$ cat config.mk
export PLATFORM = sky130hd
export DESIGN_NAME = branch_resolve_predict_flat
export DESIGN_NICKNAME = d
export VERILOG_FILES = /design/src/rtl/branch_resolve_predict_if.sv /design/src/rtl/branch_resolve_predict.sv /design/src/flat_wrapper.sv
export SDC_FILE = /design/constraint.sdc
export NUM_CORES = 1
export LEC_CHECK = 0
export CELL_PAD_IN_SITES_DETAIL_PLACEMENT = 1
export CELL_PAD_IN_SITES_GLOBAL_PLACEMENT = 2
export CORE_ASPECT_RATIO = 0.75
export CORE_MARGIN = 4
export CORE_UTILIZATION = 30
export DETAILED_ROUTE_END_ITERATION = 10
export PLACE_DENSITY_LB_ADDON = 0.1
export SLEW_MARGIN = 20
export SYNTH_ARGS = -nofsm -noshare
export SYNTH_HDL_FRONTEND = slang
export SYNTH_SLANG_ARGS = --single-unit
$ cat constraint.sdc
create_clock -name clk -period 4.5 [get_ports clk]
set_input_delay 1.35 -clock clk [delete_from_list [all_inputs] [get_ports clk]]
set_output_delay 1.35 -clock clk [all_outputs]
set_load 0.005 [all_outputs]
$ cat src/rtl/branch_resolve_predict_if.sv
// Bus between fetch/EX pipeline logic and the branch resolver/predictor.
interface branch_resolve_predict_if #(
    parameter int unsigned XLEN  = 32,
    parameter int unsigned CNT_W = 16
);
    logic [XLEN-1:0]  fetch_pc;
    logic             pred_taken;
    logic             ex_valid;
    logic [XLEN-1:0]  ex_pc;
    logic [9:0]       Comb_OpFunct;
    logic             ex_pred_taken;
    logic             zero;
    logic             N;
    logic             C;
    logic             V;
    logic             conditionalS;
    logic             mispredict;
    logic             flush;
    logic [CNT_W-1:0] br_count;
    logic [CNT_W-1:0] mp_count;

    modport master (
        output fetch_pc, ex_valid, ex_pc, Comb_OpFunct, ex_pred_taken, zero, N, C, V,
        input  pred_taken, conditionalS, mispredict, flush, br_count, mp_count
    );

    modport slave (
        input  fetch_pc, ex_valid, ex_pc, Comb_OpFunct, ex_pred_taken, zero, N, C, V,
        output pred_taken, conditionalS, mispredict, flush, br_count, mp_count
    );
endinterface

$ cat src/rtl/branch_resolve_predict.sv
// EX-stage branch resolver with a 2-bit bimodal predictor, mispredict flush
// sequencer and saturating branch/mispredict counters.
module branch_resolve_predict #(
    parameter int unsigned XLEN         = 32,
    parameter int unsigned BHT_ENTRIES  = 16,
    parameter int unsigned FLUSH_CYCLES = 2,
    parameter int unsigned CNT_W        = 16
) (
    input  logic                     clk,
    input  logic                     reset,
    branch_resolve_predict_if.slave  bus
);
    localparam int unsigned IDX_W     = $clog2(BHT_ENTRIES);
    localparam int unsigned FC_W      = $clog2(FLUSH_CYCLES + 1);
    localparam logic [6:0]  OP_BRANCH = 7'b1100011;

    typedef enum logic {IDLE, FLUSH} state_t;

    state_t           state;
    logic [FC_W-1:0]  flush_cnt;
    logic             flush_q;
    logic             mispredict_q;
    logic [CNT_W-1:0] br_cnt;
    logic [CNT_W-1:0] mp_cnt;
    logic [1:0]       bht [BHT_ENTRIES];

    logic [2:0]       funct3;
    logic [6:0]       opcode;
    logic             is_branch_op;
    logic             cond;
    logic             signed_lt;
    logic             is_br;
    logic             mp_det;
    logic [IDX_W-1:0] fetch_idx;
    logic [IDX_W-1:0] ex_idx;
    logic             unused_pc;

    assign funct3    = bus.Comb_OpFunct[9:7];
    assign opcode    = bus.Comb_OpFunct[6:0];
    assign signed_lt = bus.N ^ bus.V;
    assign fetch_idx = bus.fetch_pc[IDX_W+1:2];
    assign ex_idx    = bus.ex_pc[IDX_W+1:2];
    assign unused_pc = ^{bus.fetch_pc[XLEN-1:IDX_W+2], bus.fetch_pc[1:0],
                         bus.ex_pc[XLEN-1:IDX_W+2], bus.ex_pc[1:0]};

    // B-type condition decode; funct3 010/011 are not branches
    always_comb begin
        is_branch_op = 1'b0;
        cond         = 1'b0;
        if (opcode == OP_BRANCH) begin
            case (funct3)
                3'b000: begin is_branch_op = 1'b1; cond = bus.zero;   end
                3'b001: begin is_branch_op = 1'b1; cond = !bus.zero;  end
                3'b100: begin is_branch_op = 1'b1; cond = signed_lt;  end
                3'b101: begin is_branch_op = 1'b1; cond = !signed_lt; end
                3'b110: begin is_branch_op = 1'b1; cond = !bus.C;     end
                3'b111: begin is_branch_op = 1'b1; cond = bus.C;      end
                default: ;
            endcase
        end
    end

    assign is_br  = bus.ex_valid & is_branch_op & !flush_q;
    assign mp_det = is_br & (cond != bus.ex_pred_taken);

    // Fetch lookup sees the pre-update entry; no same-cycle bypass
    assign bus.pred_taken   = bht[fetch_idx][1];
    assign bus.conditionalS = cond;
    assign bus.mispredict   = mispredict_q;
    assign bus.flush        = flush_q;
    assign bus.br_count     = br_cnt;
    assign bus.mp_count     = mp_cnt;

    always_ff @(posedge clk) begin
        if (reset) begin
            state        <= IDLE;
            flush_cnt    <= '0;
            flush_q      <= 1'b0;
            mispredict_q <= 1'b0;
            br_cnt       <= '0;
            mp_cnt       <= '0;
            for (int i = 0; i < int'(BHT_ENTRIES); i++) begin
                bht[i] <= 2'b01;
            end
        end else begin
            mispredict_q <= mp_det;

            if (is_br) begin
                if (cond) begin
                    if (bht[ex_idx] != 2'b11) bht[ex_idx] <= bht[ex_idx] + 2'd1;
                end else begin
                    if (bht[ex_idx] != 2'b00) bht[ex_idx] <= bht[ex_idx] - 2'd1;
                end
                if (br_cnt != '1) br_cnt <= br_cnt + CNT_W'(1);
                if (mp_det && (mp_cnt != '1)) mp_cnt <= mp_cnt + CNT_W'(1);
            end

            // Flush sequencer: counter runs FLUSH_CYCLES-1 down to 0
            case (state)
                IDLE: begin
                    if (mp_det) begin
                        state     <= FLUSH;
                        flush_q   <= 1'b1;
                        flush_cnt <= FC_W'(FLUSH_CYCLES - 1);
                    end
                end
                FLUSH: begin
                    if (flush_cnt == '0) begin
                        state   <= IDLE;
                        flush_q <= 1'b0;
                    end else begin
                        flush_cnt <= flush_cnt - FC_W'(1);
                    end
                end
                default: begin
                    state   <= IDLE;
                    flush_q <= 1'b0;
                end
            endcase
        end
    end
endmodule

$ cat src/flat_wrapper.sv
// flat-port wrapper written by rule: the top's interface ports become plain ports
module branch_resolve_predict_flat 
#(
    parameter int unsigned XLEN         = 32,
    parameter int unsigned BHT_ENTRIES  = 16,
    parameter int unsigned FLUSH_CYCLES = 2,
    parameter int unsigned CNT_W        = 16
)
  (clk, reset, bus_fetch_pc, bus_ex_valid, bus_ex_pc, bus_Comb_OpFunct, bus_ex_pred_taken, bus_zero, bus_N, bus_C, bus_V, bus_pred_taken, bus_conditionalS, bus_mispredict, bus_flush, bus_br_count, bus_mp_count);
  branch_resolve_predict_if #(.XLEN(XLEN), .CNT_W(CNT_W)) bus_i ();
  input  logic clk;
  input  logic reset;
  input wire logic [$bits(bus_i.fetch_pc)-1:0] bus_fetch_pc;
  input wire logic [$bits(bus_i.ex_valid)-1:0] bus_ex_valid;
  input wire logic [$bits(bus_i.ex_pc)-1:0] bus_ex_pc;
  input wire logic [$bits(bus_i.Comb_OpFunct)-1:0] bus_Comb_OpFunct;
  input wire logic [$bits(bus_i.ex_pred_taken)-1:0] bus_ex_pred_taken;
  input wire logic [$bits(bus_i.zero)-1:0] bus_zero;
  input wire logic [$bits(bus_i.N)-1:0] bus_N;
  input wire logic [$bits(bus_i.C)-1:0] bus_C;
  input wire logic [$bits(bus_i.V)-1:0] bus_V;
  output wire logic [$bits(bus_i.pred_taken)-1:0] bus_pred_taken;
  output wire logic [$bits(bus_i.conditionalS)-1:0] bus_conditionalS;
  output wire logic [$bits(bus_i.mispredict)-1:0] bus_mispredict;
  output wire logic [$bits(bus_i.flush)-1:0] bus_flush;
  output wire logic [$bits(bus_i.br_count)-1:0] bus_br_count;
  output wire logic [$bits(bus_i.mp_count)-1:0] bus_mp_count;
  assign bus_i.fetch_pc = bus_fetch_pc;
  assign bus_i.ex_valid = bus_ex_valid;
  assign bus_i.ex_pc = bus_ex_pc;
  assign bus_i.Comb_OpFunct = bus_Comb_OpFunct;
  assign bus_i.ex_pred_taken = bus_ex_pred_taken;
  assign bus_i.zero = bus_zero;
  assign bus_i.N = bus_N;
  assign bus_i.C = bus_C;
  assign bus_i.V = bus_V;
  assign bus_pred_taken = bus_i.pred_taken;
  assign bus_conditionalS = bus_i.conditionalS;
  assign bus_mispredict = bus_i.mispredict;
  assign bus_flush = bus_i.flush;
  assign bus_br_count = bus_i.br_count;
  assign bus_mp_count = bus_i.mp_count;
  branch_resolve_predict #(.XLEN(XLEN), .BHT_ENTRIES(BHT_ENTRIES), .FLUSH_CYCLES(FLUSH_CYCLES), .CNT_W(CNT_W)) u_core (.clk(clk), .reset(reset), .bus(bus_i));
endmodule
==> results of run 1 <==
tightest hold or removal path, delay by kind of cell (launching register included):
kind / cells / cell delay [ns]
DFF: 1 / 0.31
buffers and inverters: 1 / 0.07
AOI/OAI and AO/OA: 1 / 0.06
sequential cells by signal, indices dropped and copies added (netlist names):
signal                 flops
u_core.bus.flush           1
u_core.flush_cnt           2
u_core.bus.br_count       16
u_core.bus.mispredict      1
u_core.bus.mp_count       16
u_core.state               1
u_core.bht                32
layer usage:
| metal | vias to the layer above | track usage |
|---|---|---|
| li1 | 1661 | - |
| met1 | 1684 | 0.2501 |
| met2 | 99 | 0.2329 |
| met3 | 9 | 0.05200 |
| met4 | 0 | 0.03879 |
| met5 | - | 0 |
logic make-up after synthesis:
logic type      synth area share
flops                     0.4488
simple gates              0.2505
mux                      0.08647
compound gates            0.1175
xor+xnor                 0.04092
fa+ha+maj               0.009902
buf+inv                  0.04587
path summary, 6_finish.rpt:
path                                      endpoint  slack (ns)
setup / recovery                  bus_conditionalS        0.08
hold / removal    u_core.flush_cnt[0]$_SDFFE_PP0P_        0.48
setup reg to reg    u_core.bht[6][1]$_SDFFCE_PN0P_        1.86
hold reg to reg   u_core.flush_cnt[0]$_SDFFE_PP0P_        0.48
layout make-up:
cell class | count | area [sq um]
fillers | 1409 | 7149
multi-input cells | 278 | 1918
flip-flops and latches | 69 | 1702
repair buffers | 110 | 989.7
clock buffers | 13 | 280.3
well taps | 166 | 207.7
inverters | 11 | 41.29
clock inverters | 3 | 17.52
timing repair:
| action | CTS | global route |
|---|---|---|
| gates cloned | 0 | 0 |
| gates resized for setup | 5 | 1 |
| pin swaps | 0 | 1 |
| endpoints found under the setup margin | 1 | 1 |
| setup buffers | 0 | 0 |
layout by cell type, fill, tap and decap left out, drive strengths merged, types with 3 or more instances in the layout:
master         count
a21oi             19
a311oi             3
a31oi              3
and2               8
and3               8
buf               50
clkbuf            13
clkdlybuf4s50     60
dfxtp             37
edfxtp            32
ha                 3
inv               11
mux4              13
nand2             24
nand2b             3
nand3             27
nand4             19
nor2              27
nor2b              7
nor3               4
nor4              20
o211ai             5
o21ai             30
o31ai              4
or3               14
or4                4
xnor2              7
xor2               8
power by group through the flow:
stage | sequential [uW] | clock (uW) | combinational [uW]
finish | 663 | 695 | 186
global route | 663 | 744 | 200
CTS | 663 | 713 | 186
detailed placement | 676 | 0 | 185
global placement | 676 | 0 | 183
floorplan | 675 | 0 | 93.9
per-stage QoR:
stage | total power (uW) | TNS (ns) | instance area (sq um)
3_3_place_gp | 858.6 | -0.2693 | 4857
4_1_cts | 1561 | 0 | 5154
6_report | 1544 | 0 | 5156
2_1_floorplan | 768.6 | 0 | 3791
5_1_grt | 1608 | -0.001046 | 5156
3_5_place_dp | 861.4 | -0.2676 | 4857
==> impl_metrics.py, run 1 <==
metrics = {
    "status": {
        "status": "completed",
    },
    "clock_network": {
        "cts_tree": "yes",
        "cts.sinks": 69,
        "cts_max_level": 3,
        "cts_buffer_depth": 2,
        "clk_latency_ns": 0.33,
        "numCtsBuffers": 9,
        "cts.clk_slew.worst_paths_ns": 0.05,
        "clockRootBuffer": "clkbuf_16",
        "postCtsHoldBufs": 0,
    },
    "timing": {
        "maxSlewViolCount": 0,
        "worst_pin_slew_ns": 0.7801,
        "fin_crit_sh": 0.9830,
        "relSlewSlack": 0.4752,
        "hold_violations": 0,
        "setup_violations": 0,
        "finalWorstSetupSlack_ns": 0.07641,
        "max_freq_mhz": 226.1,
        "period_needed_ns": 4.424,
        "skew_ns": 0.007229,
        "fin_hold_ws_ns": 0.4801,
    },
    "detailed_routing": {
        "drtPass1Iterations": 4,
        "routed-via-count": 3453,
        "drtAntennaViolNets": 0,
        "drt_iter0_markers": 170,
        "maxUsedRoutingLayer": "met4",
        "routedLengthMet1_mm": 5.861,
        "wl_met3_microns": 863,
        "drc_errors": 0,
        "viasPerCell": 5.312,
        "routed_wl_mm": 11.68,
        "routedWlPerCell_microns": 17.97,
        "wl_met2_mm": 4.856,
    },
    "floorplan": {
        "core_area_sq_mm": 0.01231,
        "die_x_microns": 137.8,
        "die_area_sq_mm": 0.01452,
        "rows": 35,
        "pin_count": 118,
        "initial_core_util": 0.3081,
        "die_y_microns": 105.4,
    },
    "placement": {
        "place_ws_ns": -0.2676,
        "dp_hpwl_mm": 8.563,
        "io_buffers": 61,
        "gp_congestion": 0.7576,
        "dp.cells": 634,
    },
    "global_route": {
        "globalRoute.totalOverflow": 0,
        "grtUsageTotal": 0.1669,
        "grt_max_degree": 38,
        "grt_pass1_wl_mm": 18.77,
        "antenna_found_initial": 0,
        "grt_pass1_vias": 3532,
    },
    "power": {
        "p_comb_frac": 0.120,
        "power_density_mw_per_mm2": 299.4,
        "ir_drop_mv": 0.1706,
        "leakagePower_uw": 0.001666,
        "netSwitchingPower_uw": 364.4,
        "p_clk_frac": 0.450,
        "switching_share": 0.2360,
        "internal_power_uw": 1180,
        "seq_power_share": 0.430,
    },
    "synthesis": {
        "yosysUniqueCellTypes": 52,
        "synth_seq_area_share": 0.4488,
        "avgSynthCellArea_sq_um": 9.873,
        "synth_top_area_cell": "edfxtp_1",
        "ys_top_cells_by_area": "edfxtp_1, dfxtp_1, mux4_2",
        "synth_top_area_share": 0.2535,
        "yosysWarnings": 0,
        "synth_flop_cell": "dfxtp_1",
        "syn_inst": 384,
        "synth_edf_count": 32,
        "synth_common_cells": "dfxtp_1, edfxtp_1, o21ai_0",
        "synth-async-reset-ratio": 0,
        "synthesis.area_sq_mm": 0.003791,
        "synth_fp_nets": 469,
        "synth-seq-cells": 69,
        "synth.most_common_cell": "dfxtp_1",
    },
    "critical_path": {
        "worstPathMaxFanout": 2,
        "cp_slowest_cell": "clkdlybuf4s50_1",
        "critPathMostFrequentCell": "clkdlybuf4s50_1",
        "worstSetupPathType": "in -> out",
        "max_stage_delay_ns": 0.48,
        "crit_required_ns": 3.15,
        "reg2reg_depth": 8,
        "crit_family": "buffers and inverters",
        "startpoint": "bus_Comb_OpFunct[7]",
        "worstSetupStartpointType": "primary input",
        "cp_cell_sequence": "clkdlybuf4s50_1 -> xor3_1 -> and3_1 -> nor2_2 -> nor2_1 -> clkdlybuf4s50_1",
        "critPathBufInv": 2,
        "cp_data_arrival_time_ns": 3.07,
        "cp_num_cells": 6,
        "end_kind": "primary output",
        "reg2reg_from": "u_core.bht[11][0]$_SDFFCE_PN1P_",
    },
    "run": {
        "maxCapViolations": 0,
    },
    "final_layout": {
        "finalNetCount": 564,
        "syn2layout_area_growth_pct": 36.01,
        "finalNonFillerCells": 650,
        "post-route-util": 0.4190,
        "drive_gt1_frac": 0.1736,
        "antenna_cells": 0,
    },
    "worst_hold_path": {
        "min_delay_path_depth": 2,
        "hold_class": "reg -> reg",
        "worstHoldStart": "u_core.flush_cnt[0]$_SDFFE_PP0P_",
    },
}
(Power assumes the default switching activity.)
==> run 2: changes to the inputs <==
- CELL_PAD_IN_SITES_DETAIL_PLACEMENT: 1 -> 0
- CELL_PAD_IN_SITES_GLOBAL_PLACEMENT: 2 -> 1
- CORE_UTILIZATION: 30 -> 35
==> run 2 against run 1 <==
  * Final area shrank 2.3%
  * Clock power up 2%
  * Total power increased by 0.14%
  * Combinational power is 6% lower
  * Sequential share of layout area increased by 0.76 points
==> impl_metrics.py, run 2 (same netlist as run 1, synthesis figures left out) <==
metrics = {
    "timing": {
        "finalSetupTns_ns": 0,
        "fin_hold_ws_ns": 0.4967,
        "finalWorstSetupSlack_ns": 0.01142,
        "max_freq_mhz": 222.8,
        "setup_violations": 0,
        "fin_crit_sh": 0.9975,
        "hold_violations": 0,
        "rsz0062_at_grt": "no",
        "maxSlewViolCount": 0,
        "relSlewSlack": 0.4699,
        "worst_pin_slew_ns": 0.7943,
        "skew_ns": 0.007324,
        "period_needed_ns": 4.489,
    },
    "detailed_routing": {
        "routed_wl_mm": 10.20,
        "routedWlPerCell_microns": 16.84,
        "drc_errors": 0,
        "viasPerCell": 5.444,
        "drtPass1Iterations": 4,
        "routed-via-count": 3299,
        "drtAntennaViolNets": 0,
        "drt_iter0_markers": 215,
    },
    "floorplan": {
        "die_y_microns": 98.13,
        "initial_core_util": 0.3642,
        "core_area_sq_mm": 0.01041,
        "die_x_microns": 128.2,
        "die_area_sq_mm": 0.01258,
        "rows": 32,
        "pin_count": 118,
    },
    "placement": {
        "io_buffers": 61,
        "dp_hpwl_mm": 7.463,
        "place_ws_ns": -0.3093,
        "placed_cell_area_sq_mm": 0.004740,
        "gp_congestion": 0.8106,
    },
    "final_layout": {
        "antenna_cells": 0,
        "final_cell_area_sq_mm": 0.005040,
        "top_register": "u_core.bht",
        "layout_commonest_cell": "clkdlybuf4s50_1",
        "syn2layout_area_growth_pct": 32.94,
        "drive_gt1_frac": 0.1383,
        "mostFrequentLayoutCells": "clkdlybuf4s50_1, dfxtp_1, buf_4, edfxtp_1, o21ai_0",
        "largest_reg_flops": 32,
        "finalNetCount": 550,
    },
    "worst_hold_path": {
        "worstHoldStart": "u_core.flush_cnt[0]$_SDFFE_PP0P_",
        "whs_endpoint": "u_core.flush_cnt[0]$_SDFFE_PP0P_",
        "min_delay_path_depth": 2,
        "hold_class": "reg -> reg",
    },
    "critical_path": {
        "end_kind": "primary output",
        "critPathMostFrequentCell": "mux4_2",
        "r2r_end": "u_core.bht[6][1]$_SDFFCE_PN0P_",
        "crit_family": "buffers and inverters",
        "regToRegSetupSlack_ns": 2.10,
        "reg2reg_from": "u_core.bht[8][0]$_SDFFCE_PN1P_",
        "cp_slowest_cell": "clkdlybuf4s50_1",
        "worstSetupPathType": "in -> out",
        "crit_required_ns": 3.15,
        "cp_data_arrival_time_ns": 3.14,
        "startpoint": "bus_fetch_pc[3]",
        "worstSetupStartpointType": "primary input",
        "worstPathMaxFanout": 4,
        "cp_cell_sequence": "clkdlybuf4s50_1 -> mux4_2 -> mux4_2 -> dlygate4sd2_1",
        "reg2reg_depth": 7,
        "critPathBufInv": 2,
        "max_stage_delay_ns": 0.64,
    },
    "run": {
        "maxCapViolations": 0,
    },
    "clock_network": {
        "post_cts_buffers": 0,
        "numCtsBuffers": 9,
        "clockRootBuffer": "clkbuf_16",
        "clk_latency_ns": 0.33,
        "cts_buffer_depth": 2,
        "cts_tree": "yes",
        "cts.clk_slew.worst_paths_ns": 0.05,
        "cts_max_level": 3,
        "cts.sinks": 69,
    },
    "global_route": {
        "grtUsageTotal": 0.1691,
        "antenna_found_initial": 0,
        "grt_pass1_wl_mm": 16.68,
        "globalRoute.totalOverflow": 0,
        "grt_pass1_vias": 3263,
        "grt_max_degree": 28,
    },
    "power": {
        "p_comb_frac": 0.113,
        "internal_power_uw": 1203,
        "p_clk_frac": 0.459,
        "ir_drop_mv": 0.1779,
        "power_density_mw_per_mm2": 306.8,
        "leakagePower_uw": 0.001624,
        "switching_share": 0.2216,
        "netSwitchingPower_uw": 342.7,
        "seq_power_share": 0.429,
    },
    "status": {
        "status": "completed",
    },
}
==> run 2: changes by cell type in the layout (fill, tap and decap cells not counted) <==
cell / delta
clkinvlp_4: -1
dlymetal6s2s_1: +1
buf_12: +2
bufinv_16: +1
buf_6: -1
clkinv_2: -2
buf_2: -1
clkbuf_8: -2
dlygate4sd2_1: +2
buf_4: -15
clkbuf_1: +4
clkdlybuf4s50_1: -2
==> run 2: worst register-to-register path: stages, from the launching register on <==
cell and delay (ns):
edfxtp_1 0.37, mux4_2 0.45, and2_4 0.18, nor4_4 0.31, buf_4 0.17, xnor2_1 0.20, o211ai_1 0.22, nor4_1 0.29
==> run 2: repair_timing <==
action	CTS	global route
resized for setup	3	1
hold buffers	0	0
setup endpoints to repair	2	1
pin swaps	0	1
==> run 2: metal layers <==
layer / global-route usage / up-vias / share of wire / routed length [microns]
met5: 0 / - / 0 / 0
met1: 0.2528 / 1550 / 0.50 / 5141
li1: - / 1632 / - / -
met2: 0.2337 / 104 / 0.40 / 4071
met3: 0.05796 / 13 / 0.082 / 834
met4: 0.03997 / 0 / 0.015 / 155
==> run 2: power groups by stage <==
| stage | clock [uW] | combinational (uW) | sequential [uW] |
|---|---|---|---|
| floorplan | 0 | 93.9 | 675 |
| detailed placement | 0 | 174 | 676 |
| global placement | 0 | 173 | 675 |
| global route | 749 | 188 | 663 |
| finish | 709 | 174 | 663 |
| CTS | 727 | 174 | 663 |
==> run 2: final cells by class <==
type	instances	area (sq um)
tap	136	170.2
clock inverter	1	30.03
fill	994	5370
clock buffer	15	267.8
timing repair buffer	96	910.9
multi-input combinational	278	1918
sequential	69	1702
inverter	11	41.29
==> run 2: how the worst max path moves through the flow <==
stage / endpoint / slack, ns / cells after the start
6_report: bus_pred_taken / 0.01 / 4
5_1_grt: bus_pred_taken / 0.02 / 4
4_1_cts: bus_conditionalS / 0.02 / 6
3_5_place_dp: bus_pred_taken / -0.31 / 5
3_3_place_gp: bus_pred_taken / -0.32 / 5
2_1_floorplan: bus_pred_taken / 0.86 / 2
==> run 2: metrics by stage <==
step                        util  std cells  total power, uW
after floorplan                -        384            768.6
after global placement    0.4553        590            848.4
after detailed placement  0.4553        590            850.0
after CTS                 0.4839        606             1564
after global routing      0.4841        606             1600
final                     0.4841        606             1546
